<file path="config.mk">
export PLATFORM = sky130hd
export DESIGN_NAME = deserializer_flat
export DESIGN_NICKNAME = d
export VERILOG_FILES = /design/src/rtl/deserializer_if.sv /design/src/rtl/deserializer.sv /design/src/flat_wrapper.sv
export SDC_FILE = /design/constraint.sdc
export NUM_CORES = 1
export LEC_CHECK = 0
export CORE_MARGIN = 2
export CORE_UTILIZATION = 50
export CTS_CLUSTER_SIZE = 12
export DETAILED_ROUTE_END_ITERATION = 10
export MAX_ROUTING_LAYER = met4
export PLACE_DENSITY = 0.86
export SLEW_MARGIN = 20
export SYNTH_ARGS = -nofsm -noshare
export SYNTH_HDL_FRONTEND = slang
export SYNTH_SLANG_ARGS = --single-unit
</file>
<file path="constraint.sdc">
create_clock -name clk_i -period 2.45 [get_ports clk_i]
set_input_delay 0.245 -clock clk_i [delete_from_list [all_inputs] [get_ports clk_i]]
set_output_delay 0.245 -clock clk_i [all_outputs]
set_load 0.05 [all_outputs]
</file>
<file path="src/rtl/deserializer_if.sv">
// Serial-in / word-out bundle between the link endpoint and downstream parallel logic.
// master = deserializer side (drives the word outputs), slave = the environment around it.
interface deserializer_if #(
    parameter int DATA_W = 16,
    parameter int LEN_W  = $clog2(DATA_W) + 1
);
    logic              ser_data_i;
    logic              ser_data_val_i;
    logic [DATA_W-1:0] deser_data_o;
    logic [LEN_W-1:0]  deser_len_o;
    logic              deser_data_val_o;
    logic              deser_data_ready_i;
    logic              overrun_o;
    logic              busy_o;

    modport master (
        input  ser_data_i, ser_data_val_i, deser_data_ready_i,
        output deser_data_o, deser_len_o, deser_data_val_o, overrun_o, busy_o
    );

    modport slave (
        output ser_data_i, ser_data_val_i, deser_data_ready_i,
        input  deser_data_o, deser_len_o, deser_data_val_o, overrun_o, busy_o
    );
endinterface

</file>
<file path="src/rtl/deserializer.sv">
// MSB-first serial to left-aligned word; full word valid the cycle after its last bit, partial the cycle after the gap.
// One-entry output register with simultaneous accept/load; a word completing against a held, unaccepted word is dropped and pulses overrun_o.
module deserializer #(
    parameter int DATA_W = 16,
    parameter int LEN_W  = $clog2(DATA_W) + 1
) (
    input  logic           clk_i,
    input  logic           arst_n_i,
    deserializer_if.master bus
);
    localparam int CNT_W = $clog2(DATA_W);

    logic [DATA_W-1:0] r_sh;
    logic [CNT_W-1:0]  r_cnt;
    logic [DATA_W-1:0] r_dat;
    logic [LEN_W-1:0]  r_len;
    logic              r_val;
    logic              r_ovr;

    logic              w_last;
    logic              w_full;
    logic              w_part;
    logic              w_done;
    logic              w_load;
    logic [LEN_W-1:0]  w_shamt;
    logic [DATA_W-1:0] w_word;
    logic [LEN_W-1:0]  w_len;

    assign w_last  = (r_cnt == CNT_W'(DATA_W - 1));
    assign w_full  = bus.ser_data_val_i && w_last;
    assign w_part  = !bus.ser_data_val_i && (r_cnt != '0);
    assign w_done  = w_full || w_part;
    assign w_load  = w_done && (!r_val || bus.deser_data_ready_i);

    // Partial frames hold their cnt bits at the bottom of r_sh; shift them up to the MSB.
    assign w_shamt = LEN_W'(DATA_W) - LEN_W'(r_cnt);
    assign w_word  = w_full ? {r_sh[DATA_W-2:0], bus.ser_data_i} : (r_sh << w_shamt);
    assign w_len   = w_full ? LEN_W'(DATA_W) : LEN_W'(r_cnt);

    always_ff @(posedge clk_i or negedge arst_n_i) begin
        if (!arst_n_i) begin
            r_sh  <= '0;
            r_cnt <= '0;
        end else if (bus.ser_data_val_i) begin
            r_sh  <= {r_sh[DATA_W-2:0], bus.ser_data_i};
            r_cnt <= w_last ? '0 : r_cnt + CNT_W'(1);
        end else if (w_part) begin
            r_cnt <= '0;
        end
    end

    always_ff @(posedge clk_i or negedge arst_n_i) begin
        if (!arst_n_i) begin
            r_dat <= '0;
            r_len <= '0;
            r_val <= 1'b0;
            r_ovr <= 1'b0;
        end else begin
            r_ovr <= w_done && !w_load;
            if (w_load) begin
                r_dat <= w_word;
                r_len <= w_len;
                r_val <= 1'b1;
            end else if (r_val && bus.deser_data_ready_i) begin
                r_val <= 1'b0;
            end
        end
    end

    assign bus.deser_data_o     = r_dat;
    assign bus.deser_len_o      = r_len;
    assign bus.deser_data_val_o = r_val;
    assign bus.overrun_o        = r_ovr;
    assign bus.busy_o           = (r_cnt != '0);
endmodule

</file>
<file path="src/flat_wrapper.sv">
// flat-port wrapper written by rule: the top's interface ports become plain ports
module deserializer_flat 
#(
    parameter int DATA_W = 16,
    parameter int LEN_W  = $clog2(DATA_W) + 1
)
  (clk_i, arst_n_i, bus_ser_data_i, bus_ser_data_val_i, bus_deser_data_ready_i, bus_deser_data_o, bus_deser_len_o, bus_deser_data_val_o, bus_overrun_o, bus_busy_o);
  deserializer_if #(.DATA_W(DATA_W), .LEN_W(LEN_W)) bus_i ();
  input  logic clk_i;
  input  logic arst_n_i;
  input wire logic [$bits(bus_i.ser_data_i)-1:0] bus_ser_data_i;
  input wire logic [$bits(bus_i.ser_data_val_i)-1:0] bus_ser_data_val_i;
  input wire logic [$bits(bus_i.deser_data_ready_i)-1:0] bus_deser_data_ready_i;
  output wire logic [$bits(bus_i.deser_data_o)-1:0] bus_deser_data_o;
  output wire logic [$bits(bus_i.deser_len_o)-1:0] bus_deser_len_o;
  output wire logic [$bits(bus_i.deser_data_val_o)-1:0] bus_deser_data_val_o;
  output wire logic [$bits(bus_i.overrun_o)-1:0] bus_overrun_o;
  output wire logic [$bits(bus_i.busy_o)-1:0] bus_busy_o;
  assign bus_i.ser_data_i = bus_ser_data_i;
  assign bus_i.ser_data_val_i = bus_ser_data_val_i;
  assign bus_i.deser_data_ready_i = bus_deser_data_ready_i;
  assign bus_deser_data_o = bus_i.deser_data_o;
  assign bus_deser_len_o = bus_i.deser_len_o;
  assign bus_deser_data_val_o = bus_i.deser_data_val_o;
  assign bus_overrun_o = bus_i.overrun_o;
  assign bus_busy_o = bus_i.busy_o;
  deserializer #(.DATA_W(DATA_W), .LEN_W(LEN_W)) u_core (.clk_i(clk_i), .arst_n_i(arst_n_i), .bus(bus_i));
endmodule
</file>
# ---- After elaboration in Yosys (flattened, before gate mapping)
# Cells that the tools add are included.
dict set report totals {
  output_inout_bits 24
  register_bits 43
  input_bits 5
  word_cells 30
}
dict set report op_classes {
  n_eq_ne 1
  muxes 7
  reduce_logical 13
  add_sub_neg 2
  shift 1
}
# op count
set op_table {}
lappend op_table {{16-bit 2-to-1 mux} 1}
lappend op_table {{16-bit by 5-bit << shifter with 16-bit output} 1}
lappend op_table {{4-bit 2-to-1 mux} 3}
lappend op_table {{1-bit logical AND} 5}
lappend op_table {{5-bit 2-to-1 mux} 1}
lappend op_table {{5-bit by 4-bit subtractor with 5-bit output, first input constant} 1}
lappend op_table {{4-bit by 1-bit adder with 4-bit output, second input constant} 1}
lappend op_table {{4-bit equality test, second input constant} 1}
lappend op_table {{2-bit nonzero test} 2}
lappend op_table {{4-bit nonzero test} 1}
lappend op_table {{1-bit logical NOT} 3}
lappend op_table {{1-bit logical OR} 2}
lappend op_table {{1-bit 2-to-1 mux} 2}

# ---- Logic depth before layout (Yosys ltp)
# Gate-level depths: netlist (run 1).
dict set report logic_depth {
  ltp_word 6
  ltp_mapped 12
  ltp_nobuf 8
}

# ---- Worst setup path after synthesis (run 1)
# No wires, ideal clock.
dict set report synth_timing {
  path_type {reg2reg}
  startpoint {reg u_core.r_cnt[0]}
  endpoint {reg u_core.r_dat[12] (netlist: u_core.bus.deser_data_o[12])}
  period_less_slack_ns 2.411
  n_path_buf 5
  path_stages_with_launch 12
  required_time_ns 2.324
  setup_ns 0.126
  t_arrival_ns 2.285
  slack_ns 0.039
  path_cell_list {dfrtp_1 -> buf_6 -> buf_12 -> buf_4 -> inv_1 -> ha_1 -> buf_2 -> buf_2 -> mux4_2 -> mux2i_1 -> nor2_1 -> o32a_1}
}
dict set report synth_via {
  elab_chain_len 4
  elab_cells_between_ends 9
  cone_classes {1 x add/sub; 1 x eq/ne; 1 x shift; 1 x mux; 5 x reduce/logical}
}
# item line
set synth_rtl {}
lappend synth_rtl {{start: declaration} deserializer.sv:14} ;# logic [CNT_W-1:0] r_cnt;
lappend synth_rtl {{start signal: assignment} deserializer.sv:46} ;# r_cnt <= w_last ? '0 : r_cnt + CNT_W'(1);
lappend synth_rtl {{branches (longest 4 deep; another with 5-bit by 4-bit subtractor with 5-bit output)} --}
lappend synth_rtl {{end signal: assignment} deserializer.sv:61} ;# r_dat <= w_word;
lappend synth_rtl {{end: declaration} deserializer.sv:15} ;# logic [DATA_W-1:0] r_dat;
# Several ways; the timed one is not identified.
# A chain may end at the register's enable or synchronous reset.

# ---- Worst setup path after layout (run 1)
dict set report layout_timing {
  startpoint {reg u_core.r_cnt[1]}
  endpoint {reg u_core.r_dat[1] (netlist: u_core.bus.deser_data_o[1])}
}
# The elaborated chain is that of the path after synthesis.

==> results of run 1 <==
## final timing paths
kind	from	end	depth (start not counted)	slack [ps]
max	u_core.r_cnt[1]$_DFFE_PN0P_	u_core.bus.deser_data_o[1]$_DFFE_PN0P_	8	150
max in group asynchronous	arst_n_i	u_core.bus.deser_data_o[13]$_DFFE_PN0P_	1	1780
min in group clk_i	u_core.bus.deser_data_o[6]$_DFFE_PN0P_	u_core.bus.deser_data_o[6]$_DFFE_PN0P_	2	480
min reg2reg	u_core.bus.deser_data_o[6]$_DFFE_PN0P_	u_core.bus.deser_data_o[6]$_DFFE_PN0P_	2	480
max reg2reg	u_core.r_cnt[1]$_DFFE_PN0P_	u_core.bus.deser_data_o[1]$_DFFE_PN0P_	8	150
min	arst_n_i	u_core.r_cnt[2]$_DFFE_PN0P_	1	100
## per-stage QoR
stage               setup WS (ps)  power [mW]  util [%]
floorplan                    38.8        3.13         -
global placement              281        3.79      58.5
detailed placement            219        3.80      58.5
CTS                           195        4.34      60.6
global route                 41.9        4.59      60.6
finish                        150        4.34      60.6
## flip-flops by register name, indices dropped and copies added (netlist names)
signal	flops
u_core.bus.overrun_o	1
u_core.r_cnt	4
u_core.bus.deser_data_val_o	1
u_core.bus.deser_data_o	16
u_core.bus.deser_len_o	5
u_core.r_sh	16
## power breakdown
group          switching, mW  leakage [nW]  internal (mW)
clock                  0.223        0.0513          0.299
combinational           1.44         0.596           1.12
sequential             0.284         0.540          0.970
total                   1.95          1.19           2.39
## area by class of cell
class | count | area [um^2]
Tap cell | 67 | 83.8
Clock inverter | 1 | 30.0
Timing Repair Buffer | 34 | 330
Inverter | 6 | 22.5
Sequential cell | 43 | 1080
Multi-Input combinational cell | 149 | 1270
Clock buffer | 6 | 72.6
Fill cell | 409 | 1870
## worst max-delay path, stage by stage (launching register included)
cell and delay, ps:
dfrtp_1 440, inv_1 150, ha_1 220, nor3b_1 390, inv_1 210, nand2_1 210
nor2_2 110, a32oi_1 320, o21ai_0 120
## per-layer routing
layer	wire length, um	track usage (%)	vias up
li1	-	-	855
met5	0	-	-
met2	2520	32.3	88
met1	2340	30.5	887
met4	92	6.94	0
met3	347	2.44	6
## kinds of logic after synthesis
group,count (synthesis),share of synthesized area (%)
AOI/OAI and AO/OA,55,15.2
and+or+nand+nor,48,9.23
DFF,43,43.6
muxes,40,24.5
buffers and inverters,22,5.02
xor gates and xnor gates,4,1.42
adders and majority gates,2,1.01
## Yosys cell counts (all sizes together)
master / instances
a22o: 2
buf: 11
xnor2: 3
nand2: 20
o22a: 2
xor2: 1
o21ai: 15
mux4: 13
a2bb2oi: 4
o32a: 1
and3: 1
mux2: 19
a32oi: 4
o31ai: 3
nand2b: 1
o211ai: 1
ha: 2
a211oi: 2
clkbuf: 5
nor3: 4
nand3: 3
nor2b: 2
inv: 6
a22oi: 2
mux2i: 8
dfrtp: 43
nand3b: 1
and4: 1
nand4: 2
nor3b: 2
a31oi: 1
o211a: 1
a32o: 2
a21oi: 13
nor2: 11
a211o: 2
==> impl_metrics.csv, run 1 <==
group,metric,value,unit
sta,hold_violations,0,
grt,antenna_found_initial,0,
logic_synthesis,synthCells,214,
grt,track_usage,21.4,%
logic_synthesis,synthTopCellsByArea,"dfrtp_1 44%, mux2_2 8.7%, mux4_2 7.3%",
die,start_util,51.9,%
critical_path,path_class,"flop to flop",
job,max_cap_viol_count,0,
layout,layout.cells.most_common_list,"43 x dfrtp_1, 26 x clkdlybuf4s50_1, 20 x nand2_1, 19 x mux2_2, 14 x o21ai_0",
die,die_w,74.2,um
logic_synthesis,synth_cell_types,44,
logic_synthesis,syn_avg_cell_area,11.5,um^2
clock_network,cts_root_buf,"clkbuf_8",
critical_path,critical_path.max_fanout,7,
critical_path,cp_data_required_time,2620,ps
sta,final-max-slew-violation-count,0,
grt,grt_max_degree,44,
layout,diodes,0,
die,die-area,5510,um^2
logic_synthesis,netlist_area,2470,um^2
clock_network,cts_buffer_depth,2,
sta,fmax,435,MHz
grt,overflow,0,
layout,layout-drive-gt1-share,18.4,%
sta,clock_skew,4.56,ps
drt,drtAntennaViolNets,0,
clock_network,path_clk_slew,80,ps
clock_network,cts_made_buffers,5,
critical_path,arrival,2470,ps
clock_network,postCtsHoldBufs,0,
die,die_h,74.2,um
logic_synthesis,synth_top_area_share,43.6,%
drt,drt-total-wl,5300,um
logic_synthesis,yosysTopAreaCell,"dfrtp_1",
drt,dr.pass1.iters,4,
die,fp-row-count,25,
drt,via_count,1836,
sta,final.setup.tns,0,ps
die,io_pins,29,
logic_synthesis,ys_seq_area_share,43.6,%
sta,rsz0062_at_grt,"no",
logic_synthesis,ys_seq_elements,43,
clock_network,cts_sinks,43,
critical_path,endpoint_kind,"flop",
sta,period_share,93.9,%
sta,fin_crit,2300,ps
layout,final_common_cell,"dfrtp_1",
sta,tightestPinTransition,936,ps
clock_network,ctsResizeCount,0,
drt,drc,0,
clock_network,htreeDepth,2,
sta,holdWs,96.5,ps
placed_design,placed_area,2780,um^2
die,core_area,4750,um^2
clock_network,clock_latency,290,ps
hold_path,hold_class,"input pin to asynchronous set/reset pin",
power_and_ir_drop,peakVddDrop,0.522,mV
drt,wl_per_cell,17.3,um
logic_synthesis,syn_nets,221,
grt,grt_pass1_vias,1669,
placed_design,place_congestion,0.934,
clock_network,cts_setup_buffers,0,
layout,final_area,2880,um^2
layout,layout.cells.non_filler,306,
placed_design,dp_hpwl,3810,um
power_and_ir_drop,p_leak,1.19,nW
sta,setup_viol,0,
logic_synthesis,yosysWarnings,0,
critical_path,setup.worst_path.start_class,"flop",
status,status,"finished clean",
grt,grt_pass1_wl,8630,um
power_and_ir_drop,p_per_area,1500,nW/um^2
drt,drtIter0Drc,167,
sta,relSlewSlack,37.6,%
placed_design,io_buffers,28,
layout,final_nets,246,
layout,area_delta_synth_final,16.8,%
clock_network,cts_tree,"done",
drt,viasPerCell,6.00,
placed_design,placedCellCount,299,
Note: power is estimated with default switching activity, not from simulation.
==> run 2: changes to the inputs <==
--- a/config.mk
+++ b/config.mk
@@ -5,13 +5,16 @@
 export SDC_FILE = /design/constraint.sdc
 export NUM_CORES = 1
 export LEC_CHECK = 0
+export CELL_PAD_IN_SITES_DETAIL_PLACEMENT = 1
+export CELL_PAD_IN_SITES_GLOBAL_PLACEMENT = 1
 export CORE_MARGIN = 2
-export CORE_UTILIZATION = 50
+export CORE_UTILIZATION = 40
 export CTS_CLUSTER_SIZE = 12
 export DETAILED_ROUTE_END_ITERATION = 10
 export MAX_ROUTING_LAYER = met4
-export PLACE_DENSITY = 0.86
+export PLACE_DENSITY = 0.79
 export SLEW_MARGIN = 20
 export SYNTH_ARGS = -nofsm -noshare
 export SYNTH_HDL_FRONTEND = slang
 export SYNTH_SLANG_ARGS = --single-unit
+export TNS_END_PERCENT = 100
==> run 2 against run 1 <==
Effect of this change: count of clock-buffer cells in the layout stayed put; non-clock buffer count is 2 higher; sequential power hardly changed; via count is 4.1% higher; cell count is 2.9% higher; clock power is 20% lower; core utilization is 12 points lower; critical path type unchanged; largest power group unchanged.
==> impl_metrics.csv, run 2 (synthesis results as in run 1) <==
group,metric,value,unit
status,status,"finished clean",
sta,holdWs,479,ps
clock_network,cts_root_buf,"clkbuf_8",
placed_design,dp_hpwl,4470,um
drt,drc,0,
sta,setup_slack,163,ps
power_and_ir_drop,p_leak,1.18,nW
clock_network,htreeDepth,2,
die,core_area,5960,um^2
die,die_w,82.5,um
layout,layout.cells.most_common_list,"43 x dfrtp_1, 26 x clkdlybuf4s50_1, 20 x nand2_1, 19 x mux2_2, 14 x o21ai_0",
clock_network,path_clk_slew,80,ps
drt,dr.pass1.iters,4,
sta,setup_viol,0,
layout,layout.cells.non_filler,315,
sta,rsz0062_at_grt,"no",
sta,final.setup.tns,0,ps
sta,tightestPinTransition,593,ps
sta,hold_violations,0,
die,start_util,41.4,%
layout,final_common_cell,"dfrtp_1",
sta,period_share,93.4,%
critical_path,setup.worst_path.start_class,"flop",
die,io_pins,29,
critical_path,r2r_slack,160,ps
placed_design,place_congestion,0.850,
drt,drtIter0Drc,272,
critical_path,cp_data_required_time,2610,ps
sta,final-max-slew-violation-count,0,
placed_design,io_buffers,28,
grt,overflow,0,
critical_path,cp-endpoint,"u_core.bus.deser_data_o[2]$_DFFE_PN0P_",
clock_network,clock_latency,290,ps
power_and_ir_drop,peakVddDrop,0.559,mV
grt,grt_pass1_vias,1834,
drt,wl_per_cell,19.5,um
critical_path,path_class,"flop to flop",
critical_path,critical_path.max_fanout,7,
die,fp-row-count,28,
layout,layout-drive-gt1-share,18.3,%
sta,fin_crit,2290,ps
drt,drt-total-wl,6140,um
critical_path,endpoint_kind,"flop",
power_and_ir_drop,p_per_area,1490,nW/um^2
critical_path,crit_start,"u_core.r_cnt[1]$_DFFE_PN0P_",
layout,final_nets,248,
hold_path,hold_class,"input pin to asynchronous set/reset pin",
layout,fill_cells,661,
grt,grt_max_degree,44,
sta,clock_skew,7.02,ps
layout,area_delta_synth_final,16.8,%
sta,fmax,437,MHz
die,die-area,6810,um^2
critical_path,arrival,2450,ps
drt,via_count,1912,
critical_path,worstReg2RegEnd,"u_core.bus.deser_data_o[2]$_DFFE_PN0P_",
layout,fin_util,48.4,%
critical_path,rr_startpoint,"u_core.r_cnt[1]$_DFFE_PN0P_",
drt,viasPerCell,6.07,
clock_network,cts_sinks,43,
sta,relSlewSlack,60.2,%
grt,track_usage,20.4,%
grt,antenna_found_initial,0,
clock_network,cts_made_buffers,5,
drt,drtAntennaViolNets,0,
placed_design,placedCellCount,308,
grt,grt_pass1_wl,9870,um
layout,diodes,0,
critical_path,rr_worst_depth,8,
job,max_cap_viol_count,0,
die,die_h,82.5,um
placed_design,place_ws,248,ps
clock_network,cts_tree,"done",
clock_network,cts_buffer_depth,2,
[run 2: changes by cell type in the layout (fill, tap and decap cells not counted), sizes merged]
cell	previous run	this run
dlygate4sd3	0	1
bufinv	1	0
buf	8	9
[run 2: power by group]
part / switching [mW] / total (mW) / internal, mW
clock network: 0.226 / 0.416 / 0.190
registers: 0.295 / 1.27 / 0.970
logic: 1.50 / 2.63 / 1.12
total: 2.02 / 4.31 / 2.28
[run 2: metal layers]
metal	share of wire (%)	global-route usage [%]	vias up
met5	0	-	-
met3	3.7	3.37	12
met2	48	30.2	48
met4	2.1	8.36	0
li1	-	-	871
met1	46	28.1	981
[run 2: final cells by class]
cell class                      instances  area [um^2]  share of cell area (%)
Timing Repair Buffer                   36          350                    12.2
Clock buffer                            6         72.6                    2.52
Inverter                                6         22.5                   0.781
Sequential cell                        43         1080                    37.3
Multi-Input combinational cell        149         1270                    44.0
Tap cell                               75         93.8                    3.26
[run 2: how the worst min path moves through the flow]
stage | end | slack, ps
floorplan | u_core.bus.deser_data_o[0]$_DFFE_PN0P_ | -50
detailed placement | u_core.r_cnt[2]$_DFFE_PN0P_ | 470
global placement | u_core.r_cnt[2]$_DFFE_PN0P_ | 450
global route | u_core.bus.deser_len_o[3]$_DFFE_PN0P_ | 510
finish | u_core.r_cnt[2]$_DFFE_PN0P_ | 480
CTS | u_core.r_cnt[2]$_DFFE_PN0P_ | 150
[run 2: critical path, stage by stage, from the launching register on]
cell and delay [ps]:
dfrtp_1 430, inv_1 130, ha_1 220, nor3b_1 400
inv_1 210, nand2_1 220, nor2_2 130, a32oi_1 310
o21ai_0 110
[run 2: what timing repair did]
item | in CTS | in global routing
resized for setup | 0 | 0
hold buffers | 0 | 1
setup buffers | 0 | 0
endpoints found under the setup margin | 0 | 0
hold endpoints to repair | 0 | 43
[run 2: through the flow]
step / cell area, um^2 / power, mW
2_1_floorplan: 2470 / 3.13
3_3_place_gp: 2800 / 3.80
3_5_place_dp: 2800 / 3.88
4_1_cts: 2870 / 4.31
5_1_grt: 2880 / 4.57
6_report: 2880 / 4.31
